$ cat config.mk
export PLATFORM = sky130hd
export DESIGN_NAME = load_store_unit_flat
export DESIGN_NICKNAME = d
export VERILOG_FILES = /design/src/rtl/lsu_pkg.sv /design/src/rtl/lsu_if.sv /design/src/rtl/lsu_align.sv /design/src/rtl/load_store_unit.sv /design/src/flat_wrapper.sv
export SDC_FILE = /design/constraint.sdc
export NUM_CORES = 1
export LEC_CHECK = 0
export CORE_MARGIN = 1
export CORE_UTILIZATION = 30
export CTS_CLUSTER_SIZE = 16
export DETAILED_ROUTE_END_ITERATION = 16
export PLACE_DENSITY = 0.53
export SLEW_MARGIN = 20
export SYNTH_ARGS = -nofsm -noshare
export SYNTH_HDL_FRONTEND = slang
export SYNTH_SLANG_ARGS = --single-unit
$ cat constraint.sdc
create_clock -name clk -period 4.15 [get_ports clk]
set_clock_uncertainty 0.15 [all_clocks]
set_input_delay 0.83 -clock clk [delete_from_list [all_inputs] [get_ports clk]]
set_output_delay 0.83 -clock clk [all_outputs]
set_load 0.02 [all_outputs]
$ cat src/rtl/lsu_pkg.sv
// Shared definitions for the load/store unit: funct3 codes, FSM encoding and
// the accept-time legality check for an access.
package lsu_pkg;

   localparam logic [2:0] F3_B  = 3'b000;
   localparam logic [2:0] F3_H  = 3'b001;
   localparam logic [2:0] F3_W  = 3'b010;
   localparam logic [2:0] F3_BU = 3'b100;
   localparam logic [2:0] F3_HU = 3'b101;

   typedef enum logic [2:0] {
      IDLE    = 3'd0,
      RD_REQ  = 3'd1,
      RD_WAIT = 3'd2,
      WR      = 3'd3,
      RESP    = 3'd4
   } lsu_state_t;

   // Unsigned variants exist only for loads; halves and words must be naturally aligned.
   function automatic logic access_ok(input logic store, input logic [2:0] funct3,
                                      input logic [1:0] lane);
      logic ok;
      case (funct3)
         F3_B:    ok = 1'b1;
         F3_H:    ok = ~lane[0];
         F3_W:    ok = (lane == 2'b00);
         F3_BU:   ok = ~store;
         F3_HU:   ok = ~store & ~lane[0];
         default: ok = 1'b0;
      endcase
      return ok;
   endfunction

endpackage

$ cat src/rtl/lsu_if.sv
// Request/response, Registers write port and Memory bus of the load/store unit.
// The unit itself uses the slave modport; the surrounding system uses master.
interface lsu_if;
   logic        req_valid_i;
   logic        req_ready_o;
   logic        req_store_i;
   logic [2:0]  req_funct3_i;
   logic [31:0] req_addr_i;
   logic [31:0] req_wdata_i;
   logic [4:0]  req_rd_i;
   logic        resp_valid_o;
   logic        resp_err_o;
   logic        rf_wr_en_o;
   logic [4:0]  rf_rd_addr_o;
   logic [31:0] rf_data_o;
   logic        mem_rd_en_o;
   logic        mem_wr_en_o;
   logic [31:0] mem_addr_o;
   logic [31:0] mem_data_o;
   logic [31:0] mem_data_i;
   logic        mem_ack_i;

   modport slave (
      input  req_valid_i, req_store_i, req_funct3_i, req_addr_i, req_wdata_i, req_rd_i,
             mem_data_i, mem_ack_i,
      output req_ready_o, resp_valid_o, resp_err_o, rf_wr_en_o, rf_rd_addr_o, rf_data_o,
             mem_rd_en_o, mem_wr_en_o, mem_addr_o, mem_data_o
   );

   modport master (
      output req_valid_i, req_store_i, req_funct3_i, req_addr_i, req_wdata_i, req_rd_i,
             mem_data_i, mem_ack_i,
      input  req_ready_o, resp_valid_o, resp_err_o, rf_wr_en_o, rf_rd_addr_o, rf_data_o,
             mem_rd_en_o, mem_wr_en_o, mem_addr_o, mem_data_o
   );
endinterface

$ cat src/rtl/lsu_align.sv
// Lane steering for the load/store unit: extracts and extends load data, and
// merges sub-word store data into a read word.
module lsu_align
   import lsu_pkg::*;
(
   input  logic [31:0] word,
   input  logic [1:0]  lane,
   input  logic [2:0]  funct3,
   input  logic [31:0] wdata,
   output logic [31:0] ld_val,
   output logic [31:0] st_word
);

   function automatic logic [31:0] ext_byte(input logic [7:0] b, input logic sx);
      logic signed [31:0] s;
      s = 32'(signed'(b));
      return sx ? s : {24'b0, b};
   endfunction

   function automatic logic [31:0] ext_half(input logic [15:0] h, input logic sx);
      logic signed [31:0] s;
      s = 32'(signed'(h));
      return sx ? s : {16'b0, h};
   endfunction

   logic [7:0]  sel_byte;
   logic [15:0] sel_half;

   assign sel_byte = word[{lane, 3'b000} +: 8];
   assign sel_half = word[{lane[1], 4'b0000} +: 16];

   always_comb begin
      ld_val = word;
      case (funct3)
         F3_B:    ld_val = ext_byte(sel_byte, 1'b1);
         F3_BU:   ld_val = ext_byte(sel_byte, 1'b0);
         F3_H:    ld_val = ext_half(sel_half, 1'b1);
         F3_HU:   ld_val = ext_half(sel_half, 1'b0);
         default: ld_val = word;
      endcase
   end

   // Lanes other than the addressed one keep their read-back value.
   always_comb begin
      st_word = word;
      case (funct3[1:0])
         2'b00:   st_word[{lane, 3'b000} +: 8]     = wdata[7:0];
         2'b01:   st_word[{lane[1], 4'b0000} +: 16] = wdata[15:0];
         default: st_word = wdata;
      endcase
   end

endmodule

$ cat src/rtl/load_store_unit.sv
// RV32I load/store sequencer between execute and a single-port word Memory;
// sub-word stores are done as read-modify-write since Memory has no byte enables.
module load_store_unit
   import lsu_pkg::*;
#(
   parameter int ACK_TIMEOUT = 16
) (
   input  logic  clk,
   input  logic  rst_n,
   lsu_if.slave  bus
);

   localparam int CNT_W = $clog2(ACK_TIMEOUT + 1);
   localparam logic [CNT_W-1:0] CNT_LAST = CNT_W'(ACK_TIMEOUT - 1);

   lsu_state_t state_q, state_d;

   logic             store_q;
   logic             err_q;
   logic [CNT_W-1:0] tmo_cnt_q;

   logic [31:0] addr_q;
   logic [2:0]  funct3_q;
   logic [31:0] wdata_q;
   logic [4:0]  rd_q;
   logic [31:0] load_q;
   logic [31:0] wr_word_q;

   logic        accept;
   logic        req_ok;
   logic        req_sw;
   logic        tmo_hit;
   logic [31:0] ld_val;
   logic [31:0] st_word;

   assign accept  = bus.req_valid_i && (state_q == IDLE);
   assign req_ok  = access_ok(bus.req_store_i, bus.req_funct3_i, bus.req_addr_i[1:0]);
   assign req_sw  = bus.req_store_i && (bus.req_funct3_i == F3_W);
   assign tmo_hit = (tmo_cnt_q == CNT_LAST);

   lsu_align u_align (
      .word    (bus.mem_data_i),
      .lane    (addr_q[1:0]),
      .funct3  (funct3_q),
      .wdata   (wdata_q),
      .ld_val  (ld_val),
      .st_word (st_word)
   );

   always_ff @(posedge clk or negedge rst_n) begin
      if (!rst_n) begin
         state_q <= IDLE;
      end else begin
         state_q <= state_d;
      end
   end

   always_comb begin
      state_d = state_q;
      case (state_q)
         IDLE: begin
            if (accept) begin
               if (!req_ok)     state_d = RESP;
               else if (req_sw) state_d = WR;
               else             state_d = RD_REQ;
            end
         end
         RD_REQ:  state_d = RD_WAIT;
         RD_WAIT: begin
            if (bus.mem_ack_i) state_d = store_q ? WR : RESP;
            else if (tmo_hit)  state_d = RESP;
         end
         WR:      state_d = RESP;
         RESP:    state_d = IDLE;
         default: state_d = IDLE;
      endcase
   end

   // Control state: cleared by reset so an aborted access leaves nothing pending.
   always_ff @(posedge clk or negedge rst_n) begin
      if (!rst_n) begin
         store_q   <= 1'b0;
         err_q     <= 1'b0;
         tmo_cnt_q <= '0;
      end else begin
         if (accept) begin
            store_q <= bus.req_store_i;
            err_q   <= ~req_ok;
         end
         if (state_q == RD_REQ) begin
            tmo_cnt_q <= '0;
         end else if (state_q == RD_WAIT && !bus.mem_ack_i) begin
            tmo_cnt_q <= tmo_cnt_q + 1'b1;
            if (tmo_hit) err_q <= 1'b1;
         end
      end
   end

   // Datapath latches: only ever observed through state-gated outputs.
   always_ff @(posedge clk) begin
      if (accept) begin
         addr_q   <= bus.req_addr_i;
         funct3_q <= bus.req_funct3_i;
         wdata_q  <= bus.req_wdata_i;
         rd_q     <= bus.req_rd_i;
         if (req_sw) wr_word_q <= bus.req_wdata_i;
      end
      if (state_q == RD_WAIT && bus.mem_ack_i) begin
         load_q    <= ld_val;
         wr_word_q <= st_word;
      end
   end

   logic load_done;
   assign load_done = (state_q == RESP) && !store_q && !err_q;

   always_comb begin
      bus.req_ready_o  = (state_q == IDLE);
      bus.mem_rd_en_o  = (state_q == RD_REQ);
      bus.mem_wr_en_o  = (state_q == WR);
      bus.mem_addr_o   = '0;
      bus.mem_data_o   = '0;
      bus.resp_valid_o = (state_q == RESP);
      bus.resp_err_o   = (state_q == RESP) && err_q;
      bus.rf_wr_en_o   = load_done && (rd_q != 5'd0);
      bus.rf_rd_addr_o = '0;
      bus.rf_data_o    = '0;
      if (state_q != IDLE) bus.mem_addr_o = {addr_q[31:2], 2'b00};
      if (state_q == WR || (state_q == RESP && store_q && !err_q)) bus.mem_data_o = wr_word_q;
      if (load_done) begin
         bus.rf_rd_addr_o = rd_q;
         bus.rf_data_o    = load_q;
      end
   end

endmodule

$ cat src/flat_wrapper.sv
// flat-port wrapper written by rule: the top's interface ports become plain ports
module load_store_unit_flat import lsu_pkg::*;
#(
   parameter int ACK_TIMEOUT = 16
)
  (clk, rst_n, bus_req_valid_i, bus_req_store_i, bus_req_funct3_i, bus_req_addr_i, bus_req_wdata_i, bus_req_rd_i, bus_mem_data_i, bus_mem_ack_i, bus_req_ready_o, bus_resp_valid_o, bus_resp_err_o, bus_rf_wr_en_o, bus_rf_rd_addr_o, bus_rf_data_o, bus_mem_rd_en_o, bus_mem_wr_en_o, bus_mem_addr_o, bus_mem_data_o);
  lsu_if bus_i ();
  input  logic clk;
  input  logic rst_n;
  input wire logic [$bits(bus_i.req_valid_i)-1:0] bus_req_valid_i;
  input wire logic [$bits(bus_i.req_store_i)-1:0] bus_req_store_i;
  input wire logic [$bits(bus_i.req_funct3_i)-1:0] bus_req_funct3_i;
  input wire logic [$bits(bus_i.req_addr_i)-1:0] bus_req_addr_i;
  input wire logic [$bits(bus_i.req_wdata_i)-1:0] bus_req_wdata_i;
  input wire logic [$bits(bus_i.req_rd_i)-1:0] bus_req_rd_i;
  input wire logic [$bits(bus_i.mem_data_i)-1:0] bus_mem_data_i;
  input wire logic [$bits(bus_i.mem_ack_i)-1:0] bus_mem_ack_i;
  output wire logic [$bits(bus_i.req_ready_o)-1:0] bus_req_ready_o;
  output wire logic [$bits(bus_i.resp_valid_o)-1:0] bus_resp_valid_o;
  output wire logic [$bits(bus_i.resp_err_o)-1:0] bus_resp_err_o;
  output wire logic [$bits(bus_i.rf_wr_en_o)-1:0] bus_rf_wr_en_o;
  output wire logic [$bits(bus_i.rf_rd_addr_o)-1:0] bus_rf_rd_addr_o;
  output wire logic [$bits(bus_i.rf_data_o)-1:0] bus_rf_data_o;
  output wire logic [$bits(bus_i.mem_rd_en_o)-1:0] bus_mem_rd_en_o;
  output wire logic [$bits(bus_i.mem_wr_en_o)-1:0] bus_mem_wr_en_o;
  output wire logic [$bits(bus_i.mem_addr_o)-1:0] bus_mem_addr_o;
  output wire logic [$bits(bus_i.mem_data_o)-1:0] bus_mem_data_o;
  assign bus_i.req_valid_i = bus_req_valid_i;
  assign bus_i.req_store_i = bus_req_store_i;
  assign bus_i.req_funct3_i = bus_req_funct3_i;
  assign bus_i.req_addr_i = bus_req_addr_i;
  assign bus_i.req_wdata_i = bus_req_wdata_i;
  assign bus_i.req_rd_i = bus_req_rd_i;
  assign bus_i.mem_data_i = bus_mem_data_i;
  assign bus_i.mem_ack_i = bus_mem_ack_i;
  assign bus_req_ready_o = bus_i.req_ready_o;
  assign bus_resp_valid_o = bus_i.resp_valid_o;
  assign bus_resp_err_o = bus_i.resp_err_o;
  assign bus_rf_wr_en_o = bus_i.rf_wr_en_o;
  assign bus_rf_rd_addr_o = bus_i.rf_rd_addr_o;
  assign bus_rf_data_o = bus_i.rf_data_o;
  assign bus_mem_rd_en_o = bus_i.mem_rd_en_o;
  assign bus_mem_wr_en_o = bus_i.mem_wr_en_o;
  assign bus_mem_addr_o = bus_i.mem_addr_o;
  assign bus_mem_data_o = bus_i.mem_data_o;
  load_store_unit #(.ACK_TIMEOUT(ACK_TIMEOUT)) u_core (.clk(clk), .rst_n(rst_n), .bus(bus_i));
endmodule
==> summary by stage <==
Clock tree
The clock tree from TritonCTS is built. The buffer type at the clock tree root is sky130_fd_sc_hd__clkbuf_16. The number of setup buffers added after CTS is 0. The level count of the clock H-tree is 4. The tree built by TritonCTS fans out to 146 sinks. The clock insertion delay at the later pin of the skew report is 420 ps. After clock tree synthesis, the repair step resized 0 gates.

The deepest clock path buffer count is 2. The count of hold-fix buffers inserted at cts is 0. The clock transition at the register clock pins on the worst setup and hold paths after CTS is 70 ps.

The number of buffers added by the clock tree synthesis step is 17.

Yosys
Averaged over all synthesized cells, the footprint is 11.42 sq um. Among all flip-flop cells after synthesis, the most frequent one is sky130_fd_sc_hd__edfxtp_1. The most common cell in the netlist is sky130_fd_sc_hd__edfxtp_1.

Of all flip-flops after synthesis, the portion carrying an async set or reset was 6.849%. The synthesized design spends more area on one cell type than any other, namely sky130_fd_sc_hd__edfxtp_1. The post-synthesis instance area is 7423 sq um. The warning count from the yosys run is 0. Ranked by total cell area, the synthesized netlist is headed by sky130_fd_sc_hd__edfxtp_1, sky130_fd_sc_hd__nor2b_1, sky130_fd_sc_hd__dfrtp_1. The number of library cell types mapped by synthesis is 56. The commonest cells after synthesis are sky130_fd_sc_hd__edfxtp_1, sky130_fd_sc_hd__nor2b_1, sky130_fd_sc_hd__nand2_1, sky130_fd_sc_hd__nor2_1, sky130_fd_sc_hd__and2_1. Synthesis inferred 146 register bits.

The number of instances in the synthesized netlist is 650. The number of synthesized flops with an enable pin is 136. The register area share after synthesis is 58.39%.

In this run the biggest area consumer among cell types represents 55.01% of the synthesized area.

Timing
Static timing analysis puts the maximum clock frequency at 269.4 MHz. Setup repair after global routing left no endpoint under its margin. The final count of pins violating max slew is 0. The smallest clock period supported by the final layout is computed as 3713 ps.

The number of hold violations in the final report was 0. Dividing the final minimum period by the clock period gives 89.46%. Setup total negative slack on the finished layout was measured at 0 ps. Setup violations remaining at the end of the flow were counted as 0. Setup slack on the critical path of the routed design comes to 437.4 ps. The worst pin sits at a relative slew slack of 34.34%. The pin slew with the least headroom to its limit is 985.0 ps. Hold timing on the final database bottoms out at a slack of 339.3 ps.

Routing
The final routed wire length divided by cell count is 18.78 um. The final routed wirelength across all metal layers is 22.33 mm. The pre-antenna-repair detailed-routing pass consisted of 6 iterations. Summing over every cut layer, the via total after detailed routing is 5786.

The DRC marker count from the first detailed-route iteration is 499. The detail route stage leaves a number of antenna-violating nets equal to 0. After detailed routing, the number of remaining DRC violations is 0.

The vias per cell is 4.866.

Worst hold path
The worst hold path stage count is 2. In this run the worst hold path is classified as flip-flop to flip-flop. The beginning of the worst hold path is u_core.tmo_cnt_q[4].

The hold path endpoint is u_core.tmo_cnt_q[4].

Layout
The fraction of final layout cells with drive strength greater than 1 is 7.755%. The net total in the final layout is 967. The filler cells instantiated in the layout total 2367. The final core utilization is 42.99%. For this run, the number of standard cells in the final layout without fillers is 1189. The area growth from synthesis to layout is 40.82%.

Setup path
The slack of the worst reg-to-reg path is 1280 ps. In this run the critical register-to-register path is launched from u_core.addr_q[0]. The data arrival time of the critical path is 2730 ps. STA puts the critical path data required time at 3170 ps. Counting cells, the worst reg-to-reg path comes to 6. The largest fanout of any net on the critical path is 32. The reg-to-reg critical path endpoint is u_core.wr_word_q[25].

By startpoint and endpoint, the worst setup path is classified as flip-flop to output pin. STA classifies the critical path startpoint as a flip-flop. The critical path capture point type is an output pin.

GRT
Entering global routing, the biggest net connects 73 pins. The via count of the first global-routing pass was 5872. Across every metal layer, demand over resource in global routing totals 17.77%.

The number of antenna violations at the first check in global routing is 2. The first global-routing pass estimated 34.18 mm of wire. The total overflow left after global routing is 0.

Power and ir drop
In this run the power density over the cells is 576.9 nW/um^2. The maximum resistive drop on vdd is 316.6 uV. The analysis attributes to cell leakage a power of 3.728 nW.

Die
The I/O pin count is 216. The die width is 159.3 um. The number of core rows is 57. The effective utilization at floorplan is 30.52%. The area enclosed by the die boundary is 25380 sq um. The core region area is 24320 sq um. The die is 159.3 um tall.

Placement
The HPWL after detailed placement is 15.88 mm. The weighted congestion reported at the end of routability-driven placement is 0.7859. The count of buffers added on input and output ports is 213. Timing analysis after detailed placement gives a worst setup slack of 861.4 ps. The total placed cells including tap cells is 1156.

Outcome
The run finished with clean final reports.

Job
Max-cap violations in this run came to 0.
[registers in the layout, summed over array words and instances, names as in the netlist]
register / flops
u_core.addr_q: 32
u_core.funct3_q: 3
u_core.err_q: 1
u_core.load_q: 32
u_core.state_q: 3
u_core.wdata_q: 32
u_core.rd_q: 5
u_core.tmo_cnt_q: 5
u_core.store_q: 1
u_core.wr_word_q: 32
[worst max-delay path by stage]
stage / start / depth (start not counted) / to / slack (ps)
floorplan: u_core.state_q[0] / 5 / u_core.wr_word_q[0] / 220
global placement: u_core.state_q[0] / 6 / bus_mem_data_o[31] / 880
detailed placement: u_core.state_q[0] / 6 / bus_mem_data_o[24] / 860
CTS: u_core.state_q[0] / 6 / bus_mem_data_o[24] / 390
global route: u_core.state_q[0] / 6 / bus_mem_data_o[31] / 250
finish: u_core.state_q[0] / 6 / bus_mem_data_o[31] / 440
[cell usage in the layout (no fill, tap or decap), types with 4 or more instances in the layout]
master / synthesis / final
sky130_fd_sc_hd__a221oi_1: 10 / 10
sky130_fd_sc_hd__dfrtp_1: 10 / 10
sky130_fd_sc_hd__a22oi_1: 19 / 19
sky130_fd_sc_hd__and3_1: 15 / 15
sky130_fd_sc_hd__a222oi_1: 7 / 7
sky130_fd_sc_hd__nor2_1: 52 / 52
sky130_fd_sc_hd__o21ai_0: 26 / 26
sky130_fd_sc_hd__a22o_1: 8 / 8
sky130_fd_sc_hd__nor3_1: 10 / 9
sky130_fd_sc_hd__nor2b_1: 90 / 90
sky130_fd_sc_hd__mux2i_1: 16 / 16
sky130_fd_sc_hd__clkbuf_16: 0 / 17
sky130_fd_sc_hd__a31oi_1: 15 / 15
sky130_fd_sc_hd__nand2_1: 55 / 55
sky130_fd_sc_hd__a21oi_1: 28 / 27
sky130_fd_sc_hd__mux2_2: 5 / 5
sky130_fd_sc_hd__edfxtp_1: 136 / 136
sky130_fd_sc_hd__a31o_2: 7 / 7
sky130_fd_sc_hd__and2_1: 39 / 39
sky130_fd_sc_hd__inv_1: 6 / 5
sky130_fd_sc_hd__o211ai_1: 7 / 7
sky130_fd_sc_hd__buf_4: 5 / 12
sky130_fd_sc_hd__inv_6: 0 / 4
sky130_fd_sc_hd__ha_1: 7 / 7
sky130_fd_sc_hd__clkdlybuf4s50_1: 0 / 213
[power by group]
part           internal (mW)  total [mW]  leakage (nW)  switching [mW]
Sequential              2.05        2.27          1.40           0.223
Clock                  0.924        1.59         0.294           0.661
Combinational          0.934        2.18          2.04            1.24
[cells by family after synthesis]
group                    share of synthesized area (%)
AO/OA/AOI/OAI                                    12.46
XOR/XNOR                                        0.3540
AND/OR/NAND/NOR                                  20.88
multiplexers                                     3.219
adder cells (fa/ha/maj)                          1.180
buffers and inverters                            3.472
other                                          0.05052
flip-flops                                       58.39
[metal layers]
layer / wire (um) / track usage, % / vias to the layer above
met2: 10580 / 28.73 / 231
met1: 9914 / 23.21 / 2758
met3: 1670 / 5.600 / 13
met4: 158 / 4.108 / 2
li1: - / - / 2782
met5: 13 / 0 / -
[worst max-delay path, stage by stage, from the launching register on]
cell	delay, ps
sky130_fd_sc_hd__dfrtp_1	470
sky130_fd_sc_hd__or3b_1	480
sky130_fd_sc_hd__nor2_1	150
sky130_fd_sc_hd__a21oi_2	70
sky130_fd_sc_hd__buf_4	240
sky130_fd_sc_hd__nor2b_1	250
sky130_fd_sc_hd__clkdlybuf4s50_1	650
[layout make-up]
type | count | area [sq um] | area share [%]
repair buffers | 225 | 2222 | 21.26
well taps | 324 | 405.4 | 3.878
flip-flops and latches | 146 | 4334 | 41.46
clock inverters | 14 | 170.2 | 1.628
clock buffers | 18 | 439.2 | 4.201
multi-input cells | 454 | 2854 | 27.30
diodes | 1 | 2.502 | 0.02394
inverters | 7 | 26.28 | 0.2513
[per-stage QoR]
step | area (sq um) | power (mW)
6_report | 10450 | 6.030
5_1_grt | 10450 | 6.364
4_1_cts | 10450 | 6.106
3_3_place_gp | 9842 | 4.489
2_1_floorplan | 7427 | 3.540
3_5_place_dp | 9842 | 4.487
Power figures use the tool's default switching activity.
